### config.mk
export PLATFORM = sky130hd
export DESIGN_NAME = memory_arbiter_flat
export DESIGN_NICKNAME = d
export VERILOG_FILES = /design/src/rtl/memory_arbiter_pkg.sv /design/src/rtl/memory_arbiter_if.sv /design/src/rtl/memory_arbiter_request_slot.sv /design/src/rtl/memory_arbiter.sv /design/src/flat_wrapper.sv
export SDC_FILE = /design/constraint.sdc
export NUM_CORES = 1
export LEC_CHECK = 0
export CAP_MARGIN = 20
export CORE_UTILIZATION = 50
export DETAILED_ROUTE_END_ITERATION = 8
export GPL_TIMING_DRIVEN = 0
export PLACE_DENSITY = 0.84
export SYNTH_ARGS = -nofsm -noshare
export SYNTH_HDL_FRONTEND = slang
export SYNTH_HIERARCHICAL = 1
export SYNTH_SLANG_ARGS = --single-unit
### constraint.sdc
create_clock -name clock -period 6.48 [get_ports clock]
set_clock_uncertainty 0.1 [all_clocks]
set_input_delay 0.648 -clock clock [delete_from_list [all_inputs] [get_ports clock]]
set_output_delay 0.648 -clock clock [all_outputs]
set_load 0.005 [all_outputs]
### src/rtl/memory_arbiter_pkg.sv
// mem_pkg: request field positions, fixed response words and arbiter states
// shared by the memory arbiter and its request slots.
package mem_pkg;
    localparam int REQ_WRITE_BIT = 24;
    localparam int REQ_ADDR_MSB = 23;
    localparam int REQ_ADDR_LSB = 8;
    localparam int REQ_DATA_MSB = 7;
    localparam logic [15:0] WRITE_ACK_DATA = 16'h0000;
    localparam logic [15:0] TIMEOUT_DATA = 16'hFFFF;
    typedef enum logic [1:0] {IDLE, ISSUE, WAIT, RESPOND} state_e;
endpackage

### src/rtl/memory_arbiter_if.sv
// memory_arbiter_if: cache request/response pulses, backing-RAM port and error flags.
// slave is the arbiter's view; master is the caches-plus-RAM side.
interface memory_arbiter_if #(
    parameter int ADDR_WIDTH = 16,
    parameter int DATA_WIDTH = 8,
    parameter int LINE_WIDTH = 16,
    parameter int REQ_WIDTH = 1 + ADDR_WIDTH + DATA_WIDTH
);
    logic [REQ_WIDTH-1:0] memory_request_0, memory_request_1;
    logic memory_request_ready_0, memory_request_ready_1;
    logic [LINE_WIDTH-1:0] memory_response_0, memory_response_1;
    logic memory_response_ready_0, memory_response_ready_1;
    logic ram_request_valid, ram_request_accept, ram_write;
    logic [ADDR_WIDTH-1:0] ram_address;
    logic [DATA_WIDTH-1:0] ram_write_data;
    logic ram_response_valid;
    logic [LINE_WIDTH-1:0] ram_read_data;
    logic [1:0] overflow_error;
    logic timeout_error;
    modport slave (
        input memory_request_0, memory_request_1, memory_request_ready_0, memory_request_ready_1,
        input ram_request_accept, ram_response_valid, ram_read_data,
        output memory_response_0, memory_response_1, memory_response_ready_0, memory_response_ready_1,
        output ram_request_valid, ram_write, ram_address, ram_write_data, overflow_error, timeout_error
    );
    modport master (
        output memory_request_0, memory_request_1, memory_request_ready_0, memory_request_ready_1,
        output ram_request_accept, ram_response_valid, ram_read_data,
        input memory_response_0, memory_response_1, memory_response_ready_0, memory_response_ready_1,
        input ram_request_valid, ram_write, ram_address, ram_write_data, overflow_error, timeout_error
    );
endinterface

### src/rtl/memory_arbiter_request_slot.sv
// request_slot: single-entry request buffer with pending flag and sticky overflow.
// A capture in the same cycle as a release refills the slot without overflow.
module request_slot #(
    parameter int WIDTH = 25
) (
    input  logic             clock,
    input  logic             reset,
    input  logic             capture,
    input  logic [WIDTH-1:0] req_in,
    input  logic             rel,
    output logic             pending,
    output logic [WIDTH-1:0] req,
    output logic             overflow
);
    logic pending_q, pending_d, overflow_q, overflow_d;
    logic [WIDTH-1:0] req_q, req_d;
    logic drop;

    always_comb begin
        drop = capture & pending_q & ~rel;
        pending_d = (capture & ~drop) | (pending_q & ~rel);
        req_d = (capture & ~drop) ? req_in : req_q;
        overflow_d = overflow_q | drop;
    end

    always_ff @(posedge clock) begin
        if (reset) begin
            pending_q <= 1'b0;
            req_q <= '0;
            overflow_q <= 1'b0;
        end else begin
            pending_q <= pending_d;
            req_q <= req_d;
            overflow_q <= overflow_d;
        end
    end

    assign pending = pending_q;
    assign req = req_q;
    assign overflow = overflow_q;
endmodule

### src/rtl/memory_arbiter.sv
// memory_arbiter: buffers one request per cache, arbitrates round-robin onto one
// RAM port with a single transaction in flight, and routes each reply back.
module memory_arbiter
    import mem_pkg::*;
#(
    parameter int ADDR_WIDTH = 16,
    parameter int DATA_WIDTH = 8,
    parameter int LINE_WIDTH = 16,
    parameter int REQ_WIDTH = 1 + ADDR_WIDTH + DATA_WIDTH,
    parameter int TIMEOUT_CYCLES = 255
) (
    input logic clock,
    input logic reset,
    memory_arbiter_if.slave bus
);
    localparam int CW = $clog2(TIMEOUT_CYCLES + 1);

    state_e state_q, state_d;
    logic grant_q, grant_d, last_q, last_d, timeout_q, timeout_d;
    logic [CW-1:0] cnt_q, cnt_d;
    logic [LINE_WIDTH-1:0] data_q, data_d;
    logic [REQ_WIDTH-1:0] req0, req1, sel;
    logic [1:0] pend, rel, ovf;
    logic issue, respond;

    request_slot #(.WIDTH(REQ_WIDTH)) u_slot0 (
        .clock(clock), .reset(reset), .capture(bus.memory_request_ready_0), .req_in(bus.memory_request_0),
        .rel(rel[0]), .pending(pend[0]), .req(req0), .overflow(ovf[0])
    );

    request_slot #(.WIDTH(REQ_WIDTH)) u_slot1 (
        .clock(clock), .reset(reset), .capture(bus.memory_request_ready_1), .req_in(bus.memory_request_1),
        .rel(rel[1]), .pending(pend[1]), .req(req1), .overflow(ovf[1])
    );

    always_comb begin
        issue = state_q == ISSUE;
        respond = state_q == RESPOND;
        sel = grant_q ? req1 : req0;
        rel = respond ? (grant_q ? 2'b10 : 2'b01) : 2'b00;
    end

    always_comb begin
        state_d = state_q;
        grant_d = grant_q;
        last_d = last_q;
        cnt_d = '0;
        data_d = data_q;
        timeout_d = timeout_q;
        case (state_q)
            IDLE: if (|pend) begin
                // On a tie the port that did not win last time goes next.
                grant_d = (&pend) ? ~last_q : pend[1];
                last_d = grant_d;
                state_d = ISSUE;
            end
            ISSUE: state_d = bus.ram_request_accept ? WAIT : ISSUE;
            WAIT: begin
                cnt_d = cnt_q + 1'b1;
                if (bus.ram_response_valid) begin
                    data_d = sel[REQ_WRITE_BIT] ? WRITE_ACK_DATA : bus.ram_read_data;
                    state_d = RESPOND;
                end else if (cnt_d == CW'(TIMEOUT_CYCLES)) begin
                    data_d = TIMEOUT_DATA;
                    timeout_d = 1'b1;
                    state_d = RESPOND;
                end
            end
            default: state_d = IDLE;
        endcase
    end

    always_ff @(posedge clock) begin
        if (reset) begin
            state_q <= IDLE;
            grant_q <= 1'b0;
            last_q <= 1'b1;
            cnt_q <= '0;
            data_q <= '0;
            timeout_q <= 1'b0;
        end else begin
            state_q <= state_d;
            grant_q <= grant_d;
            last_q <= last_d;
            cnt_q <= cnt_d;
            data_q <= data_d;
            timeout_q <= timeout_d;
        end
    end

    assign bus.memory_response_ready_0 = rel[0];
    assign bus.memory_response_ready_1 = rel[1];
    assign bus.memory_response_0 = rel[0] ? data_q : '0;
    assign bus.memory_response_1 = rel[1] ? data_q : '0;
    assign bus.ram_request_valid = issue;
    assign bus.ram_write = issue & sel[REQ_WRITE_BIT];
    assign bus.ram_address = issue ? sel[REQ_ADDR_MSB:REQ_ADDR_LSB] : '0;
    assign bus.ram_write_data = issue ? sel[REQ_DATA_MSB:0] : '0;
    assign bus.overflow_error = ovf;
    assign bus.timeout_error = timeout_q;
endmodule
### src/flat_wrapper.sv
// flat-port wrapper written by rule: the top's interface ports become plain ports
module memory_arbiter_flat import mem_pkg::*;
#(
    parameter int ADDR_WIDTH = 16,
    parameter int DATA_WIDTH = 8,
    parameter int LINE_WIDTH = 16,
    parameter int REQ_WIDTH = 1 + ADDR_WIDTH + DATA_WIDTH,
    parameter int TIMEOUT_CYCLES = 255
)
  (clock, reset, bus_memory_request_0, bus_memory_request_1, bus_memory_request_ready_0, bus_memory_request_ready_1, bus_ram_request_accept, bus_ram_response_valid, bus_ram_read_data, bus_memory_response_0, bus_memory_response_1, bus_memory_response_ready_0, bus_memory_response_ready_1, bus_ram_request_valid, bus_ram_write, bus_ram_address, bus_ram_write_data, bus_overflow_error, bus_timeout_error);
  memory_arbiter_if #(.ADDR_WIDTH(ADDR_WIDTH), .DATA_WIDTH(DATA_WIDTH), .LINE_WIDTH(LINE_WIDTH), .REQ_WIDTH(REQ_WIDTH)) bus_i ();
  input logic clock;
  input logic reset;
  input wire logic [$bits(bus_i.memory_request_0)-1:0] bus_memory_request_0;
  input wire logic [$bits(bus_i.memory_request_1)-1:0] bus_memory_request_1;
  input wire logic [$bits(bus_i.memory_request_ready_0)-1:0] bus_memory_request_ready_0;
  input wire logic [$bits(bus_i.memory_request_ready_1)-1:0] bus_memory_request_ready_1;
  input wire logic [$bits(bus_i.ram_request_accept)-1:0] bus_ram_request_accept;
  input wire logic [$bits(bus_i.ram_response_valid)-1:0] bus_ram_response_valid;
  input wire logic [$bits(bus_i.ram_read_data)-1:0] bus_ram_read_data;
  output wire logic [$bits(bus_i.memory_response_0)-1:0] bus_memory_response_0;
  output wire logic [$bits(bus_i.memory_response_1)-1:0] bus_memory_response_1;
  output wire logic [$bits(bus_i.memory_response_ready_0)-1:0] bus_memory_response_ready_0;
  output wire logic [$bits(bus_i.memory_response_ready_1)-1:0] bus_memory_response_ready_1;
  output wire logic [$bits(bus_i.ram_request_valid)-1:0] bus_ram_request_valid;
  output wire logic [$bits(bus_i.ram_write)-1:0] bus_ram_write;
  output wire logic [$bits(bus_i.ram_address)-1:0] bus_ram_address;
  output wire logic [$bits(bus_i.ram_write_data)-1:0] bus_ram_write_data;
  output wire logic [$bits(bus_i.overflow_error)-1:0] bus_overflow_error;
  output wire logic [$bits(bus_i.timeout_error)-1:0] bus_timeout_error;
  assign bus_i.memory_request_0 = bus_memory_request_0;
  assign bus_i.memory_request_1 = bus_memory_request_1;
  assign bus_i.memory_request_ready_0 = bus_memory_request_ready_0;
  assign bus_i.memory_request_ready_1 = bus_memory_request_ready_1;
  assign bus_i.ram_request_accept = bus_ram_request_accept;
  assign bus_i.ram_response_valid = bus_ram_response_valid;
  assign bus_i.ram_read_data = bus_ram_read_data;
  assign bus_memory_response_0 = bus_i.memory_response_0;
  assign bus_memory_response_1 = bus_i.memory_response_1;
  assign bus_memory_response_ready_0 = bus_i.memory_response_ready_0;
  assign bus_memory_response_ready_1 = bus_i.memory_response_ready_1;
  assign bus_ram_request_valid = bus_i.ram_request_valid;
  assign bus_ram_write = bus_i.ram_write;
  assign bus_ram_address = bus_i.ram_address;
  assign bus_ram_write_data = bus_i.ram_write_data;
  assign bus_overflow_error = bus_i.overflow_error;
  assign bus_timeout_error = bus_i.timeout_error;
  memory_arbiter #(.ADDR_WIDTH(ADDR_WIDTH), .DATA_WIDTH(DATA_WIDTH), .LINE_WIDTH(LINE_WIDTH), .REQ_WIDTH(REQ_WIDTH), .TIMEOUT_CYCLES(TIMEOUT_CYCLES)) u_core (.clock(clock), .reset(reset), .bus(bus_i));
endmodule
### Word-level counts from Yosys, hierarchy flattened

Index checks and enable logic that the tools add are counted.

| word-level totals | value |
|---|---|
| output and inout port bits | 63 |
| bits in registers | 83 |
| input bits | 72 |
| word-level logic and storage cells | 64 |

| cells by class | value |
|---|---|
| bitwise operators | 20 |
| eq/ne operators | 6 |
| add/subtract/negate cells | 1 |
| reduce and logical (&&, ||, !) cells | 9 |
| multiplexer cells | 16 |

Operators by type and width:

| operator | count |
|---|---|
| two-way mux 16 bit | 6 |
| two-way mux 25 bit | 1 |
| two-way mux 2 bit | 6 |
| bitwise AND 1 bit | 9 |
| adder 8 x 1 -> 8 bit, second input constant | 1 |
| equality test 8 bit, second input constant | 1 |
| two-way mux 8 bit | 1 |
| AND reduction 2 bit | 4 |
| NOT 1 bit | 7 |
| one-hot mux 2 bit (3 select lines) | 1 |
| equality test 2 bit, second input constant | 2 |
| bitwise OR 1 bit | 4 |
| OR reduction 2 bit | 2 |
| != test 3 x 2 -> 1 bit, second input constant | 1 |
| AND reduction 3 bit | 1 |
| equality test 2 x 1 -> 1 bit, second input constant | 1 |
| logical NOT 2 bit | 1 |
| != test 2 x 1 -> 1 bit, second input constant | 1 |
| nonzero test 2 bit | 1 |
| two-way mux 1 bit | 1 |

### Depth between registers and ports, before layout

Gate-level depths: netlist of run 1.

| depth | value |
|---|---|
| depth in word-level cells | 7 |
| gate-level depth with buffers | 9 |
| gate-level depth less buffers | 6 |

### By module

The synthesis of run 1 kept the hierarchy.

By module, submodules not included:

| module | area an instance (sq um) | sequential area each (sq um) | cells each | times used |
|---|---|---|---|---|
| request_slot | 1212.4 | 540.5 | 116 | 2 |
| memory_arbiter | 2029.4 | 580.6 | 257 | 1 |

### Least setup slack after synthesis of run 1

OpenSTA, ideal clock, no wires.

| timing path | value |
|---|---|
| path type | reg2reg |
| start point | reg u_core.cnt_q[0] |
| end point | reg u_core.data_q[15] |
| path slack | 4129 ps |
| arrival | 2147 ps |
| period minus slack after synthesis | 2351 ps |
| buffers on the path | 1 |
| library setup time | 103 ps |
| required time | 6277 ps |
| stages on the path, launching flop included | 8 |
| cells stage by stage | dfxtp_1 > ha_1 > nand3_1 > or3b_2 > a32oi_2 > a41oi_4 > buf_6 > a2111oi_2 |

| between the ends | value |
|---|---|
| word-level cells in the longest chain between the ends | 4 |

RTL lines:

| what | line | text |
|---|---|---|
| start, declared | memory_arbiter.sv:20 | `logic [CW-1:0] cnt_q, cnt_d;` |
| start signal, assigned | memory_arbiter.sv:85 | `cnt_q <= cnt_d;` |
| adder 8 x 1 -> 8 bit | memory_arbiter.sv:59 | `cnt_d = cnt_q + 1'b1;` |
| equality test 8 bit | memory_arbiter.sv:63 | `end else if (cnt_d == CW'(TIMEOUT_CYCLES)) begin` |
| nonzero test 2 bit (no source line) | -- |  |
| AND reduction 2 bit (no source line) | -- |  |
| end signal, assigned | memory_arbiter.sv:86 | `data_q <= data_d;` |
| end, declared | memory_arbiter.sv:21 | `logic [LINE_WIDTH-1:0] data_q, data_d;` |

No other way between the ends.
A chain may end at the register's enable or synchronous reset.

### Worst setup path in the final report of run 1

| timing path | value |
|---|---|
| start point | reg u_core.grant_q |
| end point | out bus_ram_write |

| between the ends | value |
|---|---|
| word-level cells in the longest chain between the ends | 2 |

RTL lines:

| what | line | text |
|---|---|---|
| start, declared | memory_arbiter.sv:19 | `logic grant_q, grant_d, last_q, last_d, timeout_q, timeout_d;` |
| start signal, assigned | memory_arbiter.sv:83 | `grant_q <= grant_d;` |
| two-way mux 25 bit | memory_arbiter.sv:39 | `sel = grant_q ? req1 : req0;` |
| bitwise AND 1 bit | memory_arbiter.sv:96 | `assign bus.ram_write = issue & sel[REQ_WRITE_BIT];` |
| end, declared | flat_wrapper.sv:26 | `output wire logic [$bits(bus_i.ram_write)-1:0] bus_ram_write;` |

No other way between the ends.

==> metrics, run 1 <==
RD Place Congestion=0.8513; RSZ-0062 raised after global routing=false; Post-Layout Inst Area=0.006161 mm^2; reg2reg start=u_core/cnt_q[0]; Crit path largest cell delay=0.74 ns; Cells after DPL=731; grt ovf=0; Rel. slew slack=0.4469; number of buffers and inverters on the critical path=3; Final Max Slew Viols=0; Mapped Cells=489; leading cell type in the layout, fill and taps excluded=clkdlybuf4s50_1; DRT iter0 DRCs=121; Worst-Margin Slew=0.8066 ns; Die Ht=96.39 um; setup TNS=0 ns; Post-CTS Setup Bufs=0; # fillers=711; CTS tree=yes; DR vias=3901; initial core utilization=0.5133; post-layout net count=708; Logic pwr share=0.180; routed wire length=11120 um; Port-buffer cells=134; worst-path fanout max=10; Switching Share=0.2474; Worst Setup End Kind=output port; min Tclk post-route=3.482 ns; VDD IR max=0.1128 mV; Num CTS Buffers=9; Post-Layout Cell Count=746; Vias/cell=5.229; reg2reg end=u_core/data_q[1]; Final HPWL DP=8225 um; commonest cells after routing, fill and taps aside=clkdlybuf4s50_1 (134), nand2b_1 (102), dfxtp_1 (83); Tightest Hold Check Type=reg -> reg; Hold Vio Cnt, Final=0; clk sink count=83; area grow syn2layout=38.31%; Clk network pwr share=0.360; via count of the first global-routing pass=3708; Placed Area=0.005931 mm^2; Netlist cell types=37; CP Launch Type=register; hold depth=2; reg2reg setup slack=3.79 ns; Die X=96.39 um; FF+latch area=0.001662 mm^2; CTS root buf=clkbuf_8; sequential-to-total area share from yosys stat=0.3730; final setup vio count=0; row count=34; Synthesis Warnings=6; outcome=finished clean; die area=0.009290 mm^2; initial antenna violation count=0; Static Leakage=0.002121 uW; area of the multi-input gates=0.002499 mm^2; Psw=298.4 uW; crit share post-route=0.5373; DRT Pass-1 Iters=4; register bit total from synthesis=83; layout cells sized above 1=0.05799; crit path max-delay cell type=mux2i_1; Synth top area share=0.3730; Fmax=0.2872 GHz; CP required=5.73 ns; Post-route DRC=0; Core ar.=0.008678 mm^2; insertion delay to the later sink of the worst-skew pair=0.34 ns; reg2reg path depth=7; CTS resizes=0; Synth Cell Area=0.004454 mm^2; ant diodes=0; Cell Int Power=907.7 uW; min-delay src=u_core/u_slot1/req[24]; power density over the cells=195.8 mW/mm^2; final antenna-violating net count=0; hold buffer count at CTS=0; max-cap viol count=0; biggest area consumer among synthesized cells=dfxtp_1; CP cell instances=clkbuf_1 -> mux2i_1 -> clkbuf_1 -> nor2_1 -> clkdlybuf4s50_1; GRT Util Overall=0.2431; IO Count=135; syn_nets=563; Synth area leaders=dfxtp_1 (37%), mux2i_1 (17%), nand2b_1 (14%), nor2_1 (4.8%), a2111oi_4 (3.1%); sequential share of power=0.460; WL/cell=14.90 um; Reg clk slew, reported paths=0.08 ns; first-pass GRT wire length=17320 um; critical path's top delay family=buffers and inverters; H-tree depth=3; largest net degree at the start of global routing=20; crit path DAT=2.73 ns; Syn Area/Cell=9.109 um^2; clock buffer depth=2; CP most frequent cell=clkbuf_1; WHS Endpoint=u_core/u_slot1/req[24]; critical path type=reg -> out; Hold WS=0.3710 ns
## Yosys cell counts
| cell | n |
|---|---|
| nand2b_1 | 102 |
| dfxtp_1 | 83 |
| mux2i_1 | 75 |
| nor2_1 | 57 |
| clkbuf_1 | 27 |
| a21oi_1 | 25 |
| inv_1 | 20 |
| nor3_1 | 17 |
| and2_1 | 16 |
| nand2_1 | 9 |
| a2111oi_0 | 7 |
| a2111oi_4 | 5 |
| a2111oi_2 | 4 |
| buf_12 | 4 |
| buf_6 | 3 |
| nand3_1 | 3 |
| o21ai_0 | 3 |
| ha_1 | 2 |
| nor2b_1 | 2 |
| nor2b_2 | 2 |
| nor2b_4 | 2 |
| o22ai_1 | 2 |
| or2b_1 | 2 |
| or3_1 | 2 |
| xnor2_1 | 2 |
| xor2_1 | 2 |
| a211o_1 | 1 |
| a211oi_1 | 1 |
| a32oi_2 | 1 |
| a41oi_4 | 1 |
| and3_1 | 1 |
| buf_1 | 1 |
| nand4_1 | 1 |
| o21bai_1 | 1 |
| o41ai_1 | 1 |
| or3b_2 | 1 |
| or4_1 | 1 |
## flip-flops by register name, indices dropped and copies added, names as in the netlist
name,flops
u_core/cnt_q,8
u_core/u_slot1/req,25
u_core/grant_q,1
u_core/last_q,1
u_core/u_slot0/req,25
u_core/data_q,16
u_core/u_slot1/overflow,1
u_core/u_slot0/overflow,1
u_core/state_q,2
u_core/u_slot0/pending,1
u_core/u_slot1/pending,1
u_core/bus.timeout_error,1
## final cells by class
type / count / area share
Multi-Input combinational cell: 351 / 0.4056
Clock inverter: 5 / 0.01665
Inverter: 20 / 0.01219
Timing Repair Buffer: 134 / 0.2177
Clock buffer: 10 / 0.02071
Tap cell: 108 / 0.02193
Buffer: 35 / 0.03554
Sequential cell: 83 / 0.2697
## worst register-to-register path, cell delays in order (launching register included)
cell and delay, ns:
dfxtp_1 0.45, ha_1 0.27, nand3_1 0.18, or3b_2 0.49
a32oi_2 0.28, a41oi_4 0.23, buf_6 0.24, a2111oi_2 0.36
## kinds of logic (layout without fill, tap and decap cells)
group | after synthesis | in the layout | synth area share
buffers and inverters | 55 | 204 | 0.06601
and+or+nand+nor | 218 | 218 | 0.2694
muxes | 75 | 75 | 0.1685
xor gates and xnor gates | 4 | 4 | 0.007867
adders and majority gates | 2 | 2 | 0.005617
DFF | 83 | 83 | 0.3730
AOI/OAI and AO/OA | 52 | 52 | 0.1096
## worst max-delay path by stage
stage,start,end,cells past startpoint,slack [ns]
after floorplan,u_core/cnt_q[0],u_core/data_q[15],7,4.13
after global placement,u_core/grant_q,bus_memory_response_1[6],6,3.41
after detailed placement,u_core/grant_q,bus_memory_response_1[6],6,3.43
after CTS,u_core/grant_q,bus_memory_response_1[6],6,3.02
after global routing,u_core/grant_q,bus_ram_write,5,2.84
final,u_core/grant_q,bus_ram_write,5,3.00
## power groups by stage
stage	combinational [uW]	clock, uW	sequential [uW]
2_1_floorplan	125	0	561
3_3_place_gp	212	0	564
3_5_place_dp	216	0	566
4_1_cts	217	443	555
5_1_grt	233	468	559
6_report	217	435	555
## routing by layer
layer / up-vias / wire [um] / part of all wire / GRT usage
met2: 134 / 5551 / 0.50 / 0.4338
met3: 14 / 708 / 0.064 / 0.04695
met1: 1836 / 4745 / 0.43 / 0.2905
met5: - / 0 / 0 / 0
li1: 1917 / - / - / -
met4: 0 / 110 / 0.0099 / 0.08456
## per-stage QoR
| step | setup WS [ns] | util | total power, uW |
|---|---|---|---|
| 2_1_floorplan | 4.129 | - | 686.7 |
| 3_3_place_gp | 3.406 | 0.6834 | 776.6 |
| 4_1_cts | 3.021 | 0.7099 | 1215 |
| 5_1_grt | 2.843 | 0.7099 | 1260 |
| 3_5_place_dp | 3.432 | 0.6834 | 781.9 |
| 6_report | 2.998 | 0.7099 | 1206 |
No activity file was read; power rests on OpenSTA's default activity.
==> run 2: changes to the inputs <==
- CORE_UTILIZATION: 50 -> 47
- PLACE_DENSITY: 0.84 -> 0.8
- clock period: 6.48 -> 3.5 ns (I/O delays scaled with it)
==> metrics, run 2 (synthesis gave the netlist of run 1 again) <==
Post-CTS Setup Bufs=0; area grow syn2layout=37.58%; FF+latch area=0.001662 mm^2; min Tclk post-route=3.184 ns; Hold Vio Cnt, Final=0; Port-buffer cells=134; max-cap viol count=0; routed wire length=10910 um; DRT Pass-1 Iters=4; Final HPWL DP=8276 um; setup TNS=0 ns; # fillers=778; Worst-Margin Slew=0.7933 ns; DRT iter0 DRCs=115; area of the multi-input gates=0.002499 mm^2; layout cells sized above 1=0.05947; VDD IR max=0.1920 mV; Fmax=0.3141 GHz; critical path type=reg -> out; die area=0.009870 mm^2; insertion delay to the later sink of the worst-skew pair=0.34 ns; largest net degree at the start of global routing=20; first-pass GRT wire length=17950 um; Post-route DRC=0; WL/cell=14.55 um; row count=35; CP required=3.05 ns; Die Ht=99.35 um; Post-Layout Cell Count=750; commonest cells after routing, fill and taps aside=clkdlybuf4s50_1 (134), nand2b_1 (102), dfxtp_1 (83); IO Count=135; power density over the cells=342.8 mW/mm^2; via count of the first global-routing pass=3902; total power=2101 uW; DR vias=3852; Post-Layout Inst Area=0.006128 mm^2; crit share post-route=0.9096; Die X=99.35 um; Num CTS Buffers=9; GRT Util Overall=0.2264; Tightest Hold Check Type=reg -> reg; final antenna-violating net count=0; CP Launch Type=register; worst-path fanout max=10; Static Leakage=0.002098 uW; outcome=finished clean; Worst Setup End Kind=output port; CTS root buf=clkbuf_8; Core ar.=0.009196 mm^2; final setup vio count=0; Reg clk slew, reported paths=0.08 ns; grt ovf=0; Cells after DPL=734; initial core utilization=0.4844; CTS resizes=0; crit path DAT=2.73 ns; hold buffer count at CTS=0; final core utilization=0.6664; leading cell type in the layout, fill and taps excluded=clkdlybuf4s50_1; RSZ-0062 raised after global routing=false; initial antenna violation count=0; clk sink count=83; H-tree depth=3; Vias/cell=5.136; ant diodes=0; Final Max Slew Viols=0; RD Place Congestion=0.8025; CTS tree=yes; Placed Area=0.005934 mm^2; post-layout net count=708; clock buffer depth=2; Rel. slew slack=0.4560
==> run 2: stage by stage <==
step / hold WS [ns] / setup slack (ns)
after floorplan: 0.3331 / 1.149
after global placement: 0.3572 / 0.7156
after detailed placement: 0.3609 / 0.7028
after CTS: 0.3776 / 0.3194
after global routing: 0.3977 / 0.1278
final: 0.3757 / 0.3165
==> run 2: worst max-delay path, cell delays in order (launching register included) <==
cell and delay [ns]:
dfxtp_1 0.31, clkbuf_1 0.36, mux2i_1 0.73, clkbuf_1 0.44, nor2_1 0.08, clkdlybuf4s50_1 0.48
==> run 2: cell type report <==
| type | count | share of cell area |
|---|---|---|
| timing repair buffer | 134 | 0.2189 |
| buffer | 35 | 0.03573 |
| inverter | 20 | 0.01225 |
| clock buffer | 10 | 0.02082 |
| sequential | 83 | 0.2711 |
| tap | 111 | 0.02266 |
| multi-input combinational | 351 | 0.4077 |
| clock inverter | 6 | 0.01082 |
==> run 2: where the power goes <==
group          internal (uW)  switching, uW
logic                    216            182
clock network            330            346
registers                995           31.6
==> run 2: worst paths after layout <==
path,start,end,slack (ns),depth (start not counted)
worst max-delay path,u_core/grant_q,bus_ram_write,0.32,5
worst min-delay path,u_core/u_slot0/req[7],u_core/u_slot0/req[7],0.38,2
worst max register to register,u_core/cnt_q[0],u_core/data_q[2],0.85,7
worst min register to register,u_core/u_slot0/req[7],u_core/u_slot0/req[7],0.38,2
==> run 2: layer usage <==
metal / track usage / vias to the layer above / wire [um]
met4: 0.06674 / 0 / 142
met5: 0 / - / 0
met3: 0.03443 / 13 / 549
met2: 0.4161 / 124 / 5552
li1: - / 1924 / -
met1: 0.2718 / 1791 / 4667
==> run 3: changes to the inputs <==
- CORE_UTILIZATION: 47 -> 50
- PLACE_DENSITY: 0.8 -> 0.84
- clock period: 3.5 -> 3.94 ns (I/O delays scaled with it)
==> results of run 3 <==
Same layout as run 1 (identical final DEF). Status: finished clean.
Among the figures that moved: setup slack after placement 3.432 ns -> 1.146 ns; setup slack after layout 2.998 ns -> 0.7120 ns; register-to-register setup slack 3.79 ns -> 1.25 ns; total power 1206 uW -> 1984 uW; worst IR drop on VDD 0.1128 mV -> 0.1855 mV
